File: src/rtl/fifo_frame_writer_if.sv
// Bundle between the frame writer and the write side of the dual-clock FIFO.
// Handshake: fifo_wr_en is valid, (~full & ~wr_rst_busy) is ready; a word moves on the wr_clk edge where fifo_wr_en=1, and fifo_din is held until it moves.
interface fifo_frame_writer_if #(
    parameter int DATA_W = 16,
    parameter int CNT_W  = 9
) ();
    logic              enable;
    logic              wr_rst_busy;
    logic              full;
    logic [CNT_W-1:0]  wr_data_count;
    logic [DATA_W-1:0] fifo_din;
    logic              fifo_wr_en;
    logic              busy;
    logic [15:0]       frame_cnt;
    logic [15:0]       stall_cnt;
    logic [2:0]        state_dbg;

    modport master (
        input  enable, wr_rst_busy, full, wr_data_count,
        output fifo_din, fifo_wr_en, busy, frame_cnt, stall_cnt, state_dbg
    );

    modport slave (
        output enable, wr_rst_busy, full, wr_data_count,
        input  fifo_din, fifo_wr_en, busy, frame_cnt, stall_cnt, state_dbg
    );
endinterface

File: src/rtl/fifo_frame_writer.sv
// Framed burst source for the FIFO write port: header, incrementing payload, checksum.
// Waits for enough free space that a whole frame fits before starting one.
module fifo_frame_writer #(
    parameter int                DATA_W     = 16,
    parameter int                CNT_W      = 9,
    parameter int                FIFO_DEPTH = 512,
    parameter int                START_DLY  = 80,
    parameter int                BURST_LEN  = 64,
    parameter int                GAP_CYCLES = 16,
    parameter logic [DATA_W-1:0] HDR_WORD   = 16'hA5A5
) (
    input logic                 wr_clk,
    input logic                 fifo_rst_n,
    fifo_frame_writer_if.master bus
);
    localparam logic [2:0] ST_IDLE = 3'd0;
    localparam logic [2:0] ST_WAIT = 3'd1;
    localparam logic [2:0] ST_HDR  = 3'd2;
    localparam logic [2:0] ST_PAY  = 3'd3;
    localparam logic [2:0] ST_CSUM = 3'd4;
    localparam logic [2:0] ST_GAP  = 3'd5;

    localparam int         THRESH   = FIFO_DEPTH - BURST_LEN - 2;
    localparam logic [7:0] DLY_LAST = 8'(START_DLY - 1);
    localparam logic [7:0] GAP_LAST = 8'(GAP_CYCLES - 1);
    localparam logic [15:0] PAY_LAST = 16'(BURST_LEN - 1);
    localparam bit         NO_GAP   = (GAP_CYCLES == 0);

    logic [2:0]        state_q, state_d;
    logic [7:0]        dly_q, dly_d;
    logic [7:0]        gap_q, gap_d;
    logic [15:0]       pay_q, pay_d;
    logic [DATA_W-1:0] seq_q, seq_d;
    logic [DATA_W-1:0] csum_q, csum_d;
    logic [15:0]       frame_q, frame_d;
    logic [15:0]       stall_q, stall_d;

    logic in_frame;
    logic acc;
    logic fits;

    assign in_frame = (state_q == ST_HDR) || (state_q == ST_PAY) || (state_q == ST_CSUM);
    assign acc      = in_frame && !bus.full && !bus.wr_rst_busy;
    // Start only when header, payload and checksum all fit in the free space.
    assign fits     = {{(32-CNT_W){1'b0}}, bus.wr_data_count} <= $unsigned(THRESH);

    always_comb begin
        state_d = state_q;
        dly_d   = dly_q;
        gap_d   = gap_q;
        pay_d   = pay_q;
        seq_d   = seq_q;
        csum_d  = csum_q;
        frame_d = frame_q;
        stall_d = stall_q;
        case (state_q)
            ST_IDLE: begin
                if (bus.wr_rst_busy) begin
                    dly_d = 8'd0;
                end else if (dly_q == DLY_LAST) begin
                    dly_d   = 8'd0;
                    state_d = ST_WAIT;
                end else begin
                    dly_d = dly_q + 8'd1;
                end
            end
            ST_WAIT: begin
                if (bus.enable && !bus.wr_rst_busy && fits) state_d = ST_HDR;
            end
            ST_HDR: begin
                if (acc) begin
                    csum_d  = '0;
                    pay_d   = 16'd0;
                    state_d = ST_PAY;
                end
            end
            ST_PAY: begin
                if (acc) begin
                    csum_d = csum_q + seq_q;
                    seq_d  = seq_q + 1'b1;
                    pay_d  = pay_q + 16'd1;
                    if (pay_q == PAY_LAST) state_d = ST_CSUM;
                end
            end
            ST_CSUM: begin
                if (acc) begin
                    frame_d = frame_q + 16'd1;
                    state_d = NO_GAP ? ST_WAIT : ST_GAP;
                end
            end
            ST_GAP: begin
                if (gap_q == GAP_LAST) begin
                    gap_d   = 8'd0;
                    state_d = ST_WAIT;
                end else begin
                    gap_d = gap_q + 8'd1;
                end
            end
            default: state_d = ST_IDLE;
        endcase
        // Stall counter saturates so a long backpressure episode never aliases to a small count.
        if (in_frame && !acc && (stall_q != 16'hFFFF)) stall_d = stall_q + 16'd1;
    end

    always_ff @(posedge wr_clk or negedge fifo_rst_n) begin
        if (!fifo_rst_n) begin
            state_q <= ST_IDLE;
            dly_q   <= 8'd0;
            gap_q   <= 8'd0;
            pay_q   <= 16'd0;
            seq_q   <= DATA_W'(1);
            csum_q  <= '0;
            frame_q <= 16'd0;
            stall_q <= 16'd0;
        end else begin
            state_q <= state_d;
            dly_q   <= dly_d;
            gap_q   <= gap_d;
            pay_q   <= pay_d;
            seq_q   <= seq_d;
            csum_q  <= csum_d;
            frame_q <= frame_d;
            stall_q <= stall_d;
        end
    end

    always_comb begin
        case (state_q)
            ST_HDR:  bus.fifo_din = HDR_WORD;
            ST_PAY:  bus.fifo_din = seq_q;
            ST_CSUM: bus.fifo_din = csum_q;
            default: bus.fifo_din = '0;
        endcase
    end

    assign bus.fifo_wr_en = acc;
    assign bus.busy       = in_frame;
    assign bus.frame_cnt  = frame_q;
    assign bus.stall_cnt  = stall_q;
    assign bus.state_dbg  = state_q;
endmodule
File: src/flat_wrapper.sv
// flat-port wrapper written by rule: the top's interface ports become plain ports
module fifo_frame_writer_flat 
#(
    parameter int                DATA_W     = 16,
    parameter int                CNT_W      = 9,
    parameter int                FIFO_DEPTH = 512,
    parameter int                START_DLY  = 80,
    parameter int                BURST_LEN  = 64,
    parameter int                GAP_CYCLES = 16,
    parameter logic [DATA_W-1:0] HDR_WORD   = 16'hA5A5
)
  (wr_clk, fifo_rst_n, bus_enable, bus_wr_rst_busy, bus_full, bus_wr_data_count, bus_fifo_din, bus_fifo_wr_en, bus_busy, bus_frame_cnt, bus_stall_cnt, bus_state_dbg);
  fifo_frame_writer_if #(.DATA_W(DATA_W), .CNT_W(CNT_W)) bus_i ();
  input logic wr_clk;
  input logic fifo_rst_n;
  input wire logic [$bits(bus_i.enable)-1:0] bus_enable;
  input wire logic [$bits(bus_i.wr_rst_busy)-1:0] bus_wr_rst_busy;
  input wire logic [$bits(bus_i.full)-1:0] bus_full;
  input wire logic [$bits(bus_i.wr_data_count)-1:0] bus_wr_data_count;
  output wire logic [$bits(bus_i.fifo_din)-1:0] bus_fifo_din;
  output wire logic [$bits(bus_i.fifo_wr_en)-1:0] bus_fifo_wr_en;
  output wire logic [$bits(bus_i.busy)-1:0] bus_busy;
  output wire logic [$bits(bus_i.frame_cnt)-1:0] bus_frame_cnt;
  output wire logic [$bits(bus_i.stall_cnt)-1:0] bus_stall_cnt;
  output wire logic [$bits(bus_i.state_dbg)-1:0] bus_state_dbg;
  assign bus_i.enable = bus_enable;
  assign bus_i.wr_rst_busy = bus_wr_rst_busy;
  assign bus_i.full = bus_full;
  assign bus_i.wr_data_count = bus_wr_data_count;
  assign bus_fifo_din = bus_i.fifo_din;
  assign bus_fifo_wr_en = bus_i.fifo_wr_en;
  assign bus_busy = bus_i.busy;
  assign bus_frame_cnt = bus_i.frame_cnt;
  assign bus_stall_cnt = bus_i.stall_cnt;
  assign bus_state_dbg = bus_i.state_dbg;
  fifo_frame_writer #(.DATA_W(DATA_W), .CNT_W(CNT_W), .FIFO_DEPTH(FIFO_DEPTH), .START_DLY(START_DLY), .BURST_LEN(BURST_LEN), .GAP_CYCLES(GAP_CYCLES), .HDR_WORD(HDR_WORD)) u_core (.wr_clk(wr_clk), .fifo_rst_n(fifo_rst_n), .bus(bus_i));
endmodule
File: config.mk
export PLATFORM = sky130hd
export DESIGN_NAME = fifo_frame_writer_flat
export DESIGN_NICKNAME = d
export VERILOG_FILES = /design/src/rtl/fifo_frame_writer_if.sv /design/src/rtl/fifo_frame_writer.sv /design/src/flat_wrapper.sv
export SDC_FILE = /design/constraint.sdc
export NUM_CORES = 1
export LEC_CHECK = 0
export CAP_MARGIN = 20
export CORE_AREA = 2 2 122 124
export CTS_CLUSTER_DIAMETER = 80
export DETAILED_ROUTE_END_ITERATION = 8
export DIE_AREA = 0 0 124 126
export GPL_ROUTABILITY_DRIVEN = 0
export PLACE_DENSITY_LB_ADDON = 0.1
export SLEW_MARGIN = 20
export SYNTH_ARGS = -nofsm -noshare
export SYNTH_HDL_FRONTEND = slang
export SYNTH_SLANG_ARGS = --single-unit
export TNS_END_PERCENT = 100
File: constraint.sdc
create_clock -name wr_clk -period 5.95 [get_ports wr_clk]
set_clock_uncertainty 0.15 [all_clocks]
set_input_delay 1.785 -clock wr_clk [delete_from_list [all_inputs] [get_ports wr_clk]]
set_output_delay 1.785 -clock wr_clk [all_outputs]
set_load 0.02 [all_outputs]
== After elaboration in Yosys (flattened, before gate mapping) ==
Index checks and enable logic that the tools add are counted.

* Bits of input ports: 14
* RAM bits: 0
* Bits in latches: 0
* Output and inout bits: 53
* Bits in read-only memories: 0
* Bits in registers: 99
* Word-level logic and storage cells: 68
* Memories: 0

* Eq/ne operators: 17
* Magnitude comparators: 1
* Mux-type cells: 18
* $add $sub $neg: 7
* Divide/modulo/power cells: 0
* Reductions and logical operators: 17
* Bitwise logic cells: 0
* Multipliers: 0
* Shift-type cells: 0

{| class="wikitable"
|+ Operators with widths
! operator !! count
|-
| $add A16 B1 Y16 const B || 4
|-
| $pmux W16 S2 || 2
|-
| $mux W16 || 3
|-
| $pmux W16 S3 || 1
|-
| $mux W3 || 8
|-
| $mux W8 || 3
|-
| $pmux W3 S6 || 1
|-
| $add A16 B16 Y16 || 1
|-
| $add A8 B1 Y8 const B || 2
|-
| $eq A16 B6 Y1 const B || 1
|-
| $ne A16 B16 Y1 const B || 1
|-
| $ne A2 B1 Y1 const B || 6
|-
| $le A9 B9 Y1 const B || 1
|-
| $eq A8 B4 Y1 const B || 1
|-
| $eq A8 B7 Y1 const B || 1
|-
| $reduce_and A8 Y1 || 1
|-
| $eq A3 B2 Y1 const B || 2
|-
| $eq A3 B3 Y1 const B || 2
|-
| $logic_and A1 B1 Y1 || 6
|-
| $ne A2 B2 Y1 const B || 2
|-
| $reduce_and A2 Y1 || 2
|-
| $eq A3 B1 Y1 const B || 1
|-
| $logic_not A1 Y1 || 3
|-
| $logic_not A3 Y1 || 1
|-
| other kinds (3) || 4
|}

== Longest topological paths before layout ==
* Word-level depth: 8
* Gate-level depth with buffers: 9
* Mapped depth without buffers: 9

== Least setup slack after synthesis ==
OpenSTA, ideal clock, no wires.

* Path type: input port to output port
* Start point: input bus_wr_rst_busy
* End point: output bus_fifo_wr_en
* Data required time: 4.015 ns
* Stages on the path: 3
* Slack: 1.606 ns
* Data arrival time: 2.409 ns
* Path buffers: 1
* Path through: clkbuf_1 nor2_1 and2_1

* Word-level cells in the longest chain between the ends: 2

{| class="wikitable"
|+ RTL lines
! element !! RTL line !! source
|-
| start, declared || flat_wrapper.sv:17 || <nowiki>input wire logic [$bits(bus_i.wr_rst_busy)-1:0] bus_wr_rst_busy;</nowiki>
|-
| $logic_not A1 Y1 || fifo_frame_writer.sv:43 || <nowiki>assign acc = in_frame && !bus.full && !bus.wr_rst_busy;</nowiki>
|-
| $logic_and A1 B1 Y1 || fifo_frame_writer.sv:43 ||
|-
| end, declared || flat_wrapper.sv:21 || <nowiki>output wire logic [$bits(bus_i.fifo_wr_en)-1:0] bus_fifo_wr_en;</nowiki>
|}

No other way between the ends.

== Worst setup path in the final report ==
* Start point: input bus_full
* End point: output bus_fifo_wr_en

* Word-level cells in the longest chain between the ends: 3

{| class="wikitable"
|+ RTL lines
! element !! RTL line !! source
|-
| start, declared || flat_wrapper.sv:18 || <nowiki>input wire logic [$bits(bus_i.full)-1:0] bus_full;</nowiki>
|-
| $logic_not A1 Y1 || fifo_frame_writer.sv:43 ||
|-
| $logic_and A1 B1 Y1 (2 in series) || fifo_frame_writer.sv:43 ||
|}

No other way between the ends.

==> summary.txt <==
Status
  • Status: completed

Timing
  • Clock period minus final worst setup slack: 5230 ps
  • Setup_tns: 0 ps
  • RSZ-0062 raised after global routing: no
  • Setup-failing EPs final: 0
  • Rel. slew slack: 30.6%
  • Slew Limit Fails: 0
  • Fmax achieved: 191 MHz
  • Tightest Pin Transition: between 1000 and 1500 ps
  • Final hold vios: 0
  • Period utilisation layout: between 80 and 90%

Critical path
  • Setup CP Type: input port to primary output
  • R2R setup slack: 2960 ps
  • Critical R2R Launch: u_core.bus.state_dbg[0]
  • CP endpoint kind: primary output
  • Capture point of the worst reg-to-reg path: u_core.csum_q[13]
  • Cells on worst reg2reg path: 5
  • Crit-path max FO: 4
  • Critical Path RT: 4010 ps
  • Endpoint arrival time on the critical path: 3300 ps
  • CP Launch Type: input port

Floorplanning
  • Die Y: 126 um
  • Die area: 15600 um^2
  • Die W: 124 um
  • Placeable Area: approximately 14000 um^2
  • Initial Util: 39.3%
  • Cell Rows: 44
  • Io pins: 67

Detailed routing
  • 1st-iter DRT viols: 201
  • DR vias/cell: 5.44
  • WL final: 13400 um
  • Routed Antenna Nets: 0
  • Vias: 4610
  • DRC: 0
  • WL per Instance: approximately 16 um
  • 1st-pass router iterations: 4

Clock network
  • Clock buffer depth: 2
  • Clk root buf: clkbuf_16
  • Post-cts resize count: 0
  • CTS Hold Buffers Added: 0
  • Total setup buffers inserted after CTS: 0
  • CTS H-tree lvls: 3
  • Cts bufs inserted: 9
  • Clk Latency, worst-skew pair: 350 ps
  • CTS Sinks: 99
  • Reg clk slew, reported paths: around 70 ps
  • CTS tree: yes

Cells and area
  • Most common cell after layout, fill and taps aside: dfrtp_1
  • Most frequent cells in the layout: dfrtp_1, nand2_1, clkdlybuf4s50_1
  • Layout area overhead: 20.0%
  • Share of cells above drive strength 1: about 5.9%
  • N_diodes: 0
  • Final #Nets: 695

Logic synthesis
  • Syn nets: around 640
  • Register area share after synthesis: 44.1%
  • Register bit count reported by yosys: 99
  • Distinct cells, synth: 61
  • Async S/R FF share, synth: 100%
  • Syn avg cell area: 9.36 um^2
  • Yosys warnings: 0
  • Post-synth EDFFs: 0
  • Post-synthesis cell count: 601
  • Synth Cell Area: ~5600 um^2
  • Post-synth top flop: dfrtp_1

Global routing
  • Largest net degree at the start of global routing: 78
  • Vias in the first global route: between 4000 and 5000
  • Gr usage total: 18.1%
  • Initial antenna violation count: 0
  • Global-route wire length before repair: 22300 um
  • Remaining Overflow, GRT: 0

Power
  • Maximum vdd drop: 0.000182 V
  • Leakage power: approximately 0.003 uW
  • Power per cell area: 314 nW/um^2
  • Total power: 2120 uW

Flow run
  • Max_cap viols: 0

Placed design
  • IO buf count: between 60 and 70
  • Dpl hpwl: around 9500 um

Min path
  • Hold path endpoint: u_core.gap_q[7]
  • Hold wc startpoint: u_core.gap_q[7]
  • Hold path cells: 1
  • Worst Hold Class: register to register
==> routing by layer <==
layer  track usage, %  vias up  routed length [um]
met5                0        -                   0
met4             6.41        0                 223
met3             2.67       16                 580
met2             26.7       95                5950
met1             27.0     2226                6650
li1                 -     2273                   -
==> worst max path at each step <==
stage	depth (start not counted)	slack [ps]	end	start
floorplan	3	1610	bus_fifo_wr_en	bus_wr_rst_busy
finish	4	720	bus_fifo_wr_en	bus_full
detailed placement	4	720	bus_fifo_wr_en	bus_full
global route	4	620	bus_fifo_wr_en	bus_full
CTS	4	720	bus_fifo_wr_en	bus_full
global placement	4	780	bus_fifo_wr_en	bus_full
==> report_power, final <==
group	leakage (uW)	switching, uW	internal, uW
clock network	0.000142	272	329
registers	0.00133	134	771
logic	0.00153	346	266
==> registers in the layout, indices dropped and copies added, names as in the netlist <==
signal / count
u_core.bus.frame_cnt: 16
u_core.bus.state_dbg: 3
u_core.csum_q: 16
u_core.seq_q: 16
u_core.bus.stall_cnt: 16
u_core.dly_q: 8
u_core.pay_q: 16
u_core.gap_q: 8
==> final cells by class <==
type	instances	area, um^2
Multi-Input combinational cell	463	2980
Inverter	14	52.6
Timing Repair Buffer	72	707
Tap cell	184	230
Clock inverter	7	76.3
Sequential cell	99	2480
Fill cell	1376	7560
Clock buffer	9	225
==> worst max-delay path, cell delays in order <==
cell	delay [ps]
clkdlybuf4s50_1	510
nor2_1	250
and2_1	160
clkdlybuf4s50_1	600
==> synthesized netlist by cell type, types with 3 or more instances <==
| cell | number | area (um^2) |
|---|---|---|
| a21o_1 | 7 | 52.6 |
| a21oi_1 | 30 | 150 |
| a22o_1 | 12 | 105 |
| a31oi_1 | 4 | 25.0 |
| and3_1 | 18 | 113 |
| and4_1 | 4 | 35.0 |
| clkbuf_1 | 19 | 71.3 |
| dfrtp_1 | 98 | 2450 |
| ha_1 | 21 | 263 |
| inv_1 | 14 | 52.6 |
| mux2_2 | 6 | 67.6 |
| nand2_1 | 68 | 255 |
| nand2b_1 | 7 | 43.8 |
| nand3_1 | 27 | 135 |
| nand4_1 | 25 | 156 |
| nor2_1 | 45 | 169 |
| nor2b_1 | 7 | 43.8 |
| nor3_1 | 7 | 35.0 |
| nor3b_1 | 3 | 22.5 |
| nor4_1 | 3 | 18.8 |
| o211ai_1 | 3 | 22.5 |
| o21ai_0 | 49 | 245 |
| o21bai_1 | 4 | 30.0 |
| o31ai_1 | 7 | 52.6 |
| or3_1 | 3 | 18.8 |
| xnor2_1 | 36 | 315 |
| xor2_1 | 26 | 228 |
==> metrics by stage <==
step / setup WS [ps] / instances / hold slack [ps] / area, um^2 / utilization (%)
final: 716 / 848 / 333 / 6750 / 47.2
after global routing: 624 / 848 / 355 / 6750 / 47.2
after CTS: 718 / 848 / 346 / 6750 / 47.1
after detailed placement: 719 / 832 / 333 / 6450 / 45.0
after global placement: 779 / 832 / 307 / 6450 / 45.0
after floorplan: 1610 / 601 / 296 / 5620 / -
==> cells by family after synthesis <==
| group | count (synthesis) | share of synthesized area, % |
|---|---|---|
| muxes | 6 | 1.20 |
| AOI/OAI and AO/OA | 138 | 15.5 |
| and+or+nand+nor | 235 | 21.6 |
| adders and majority gates | 22 | 5.03 |
| DFF | 99 | 44.1 |
| xor gates and xnor gates | 62 | 9.66 |
| buffers and inverters | 39 | 2.91 |
No activity file was read; power rests on OpenSTA's default activity.
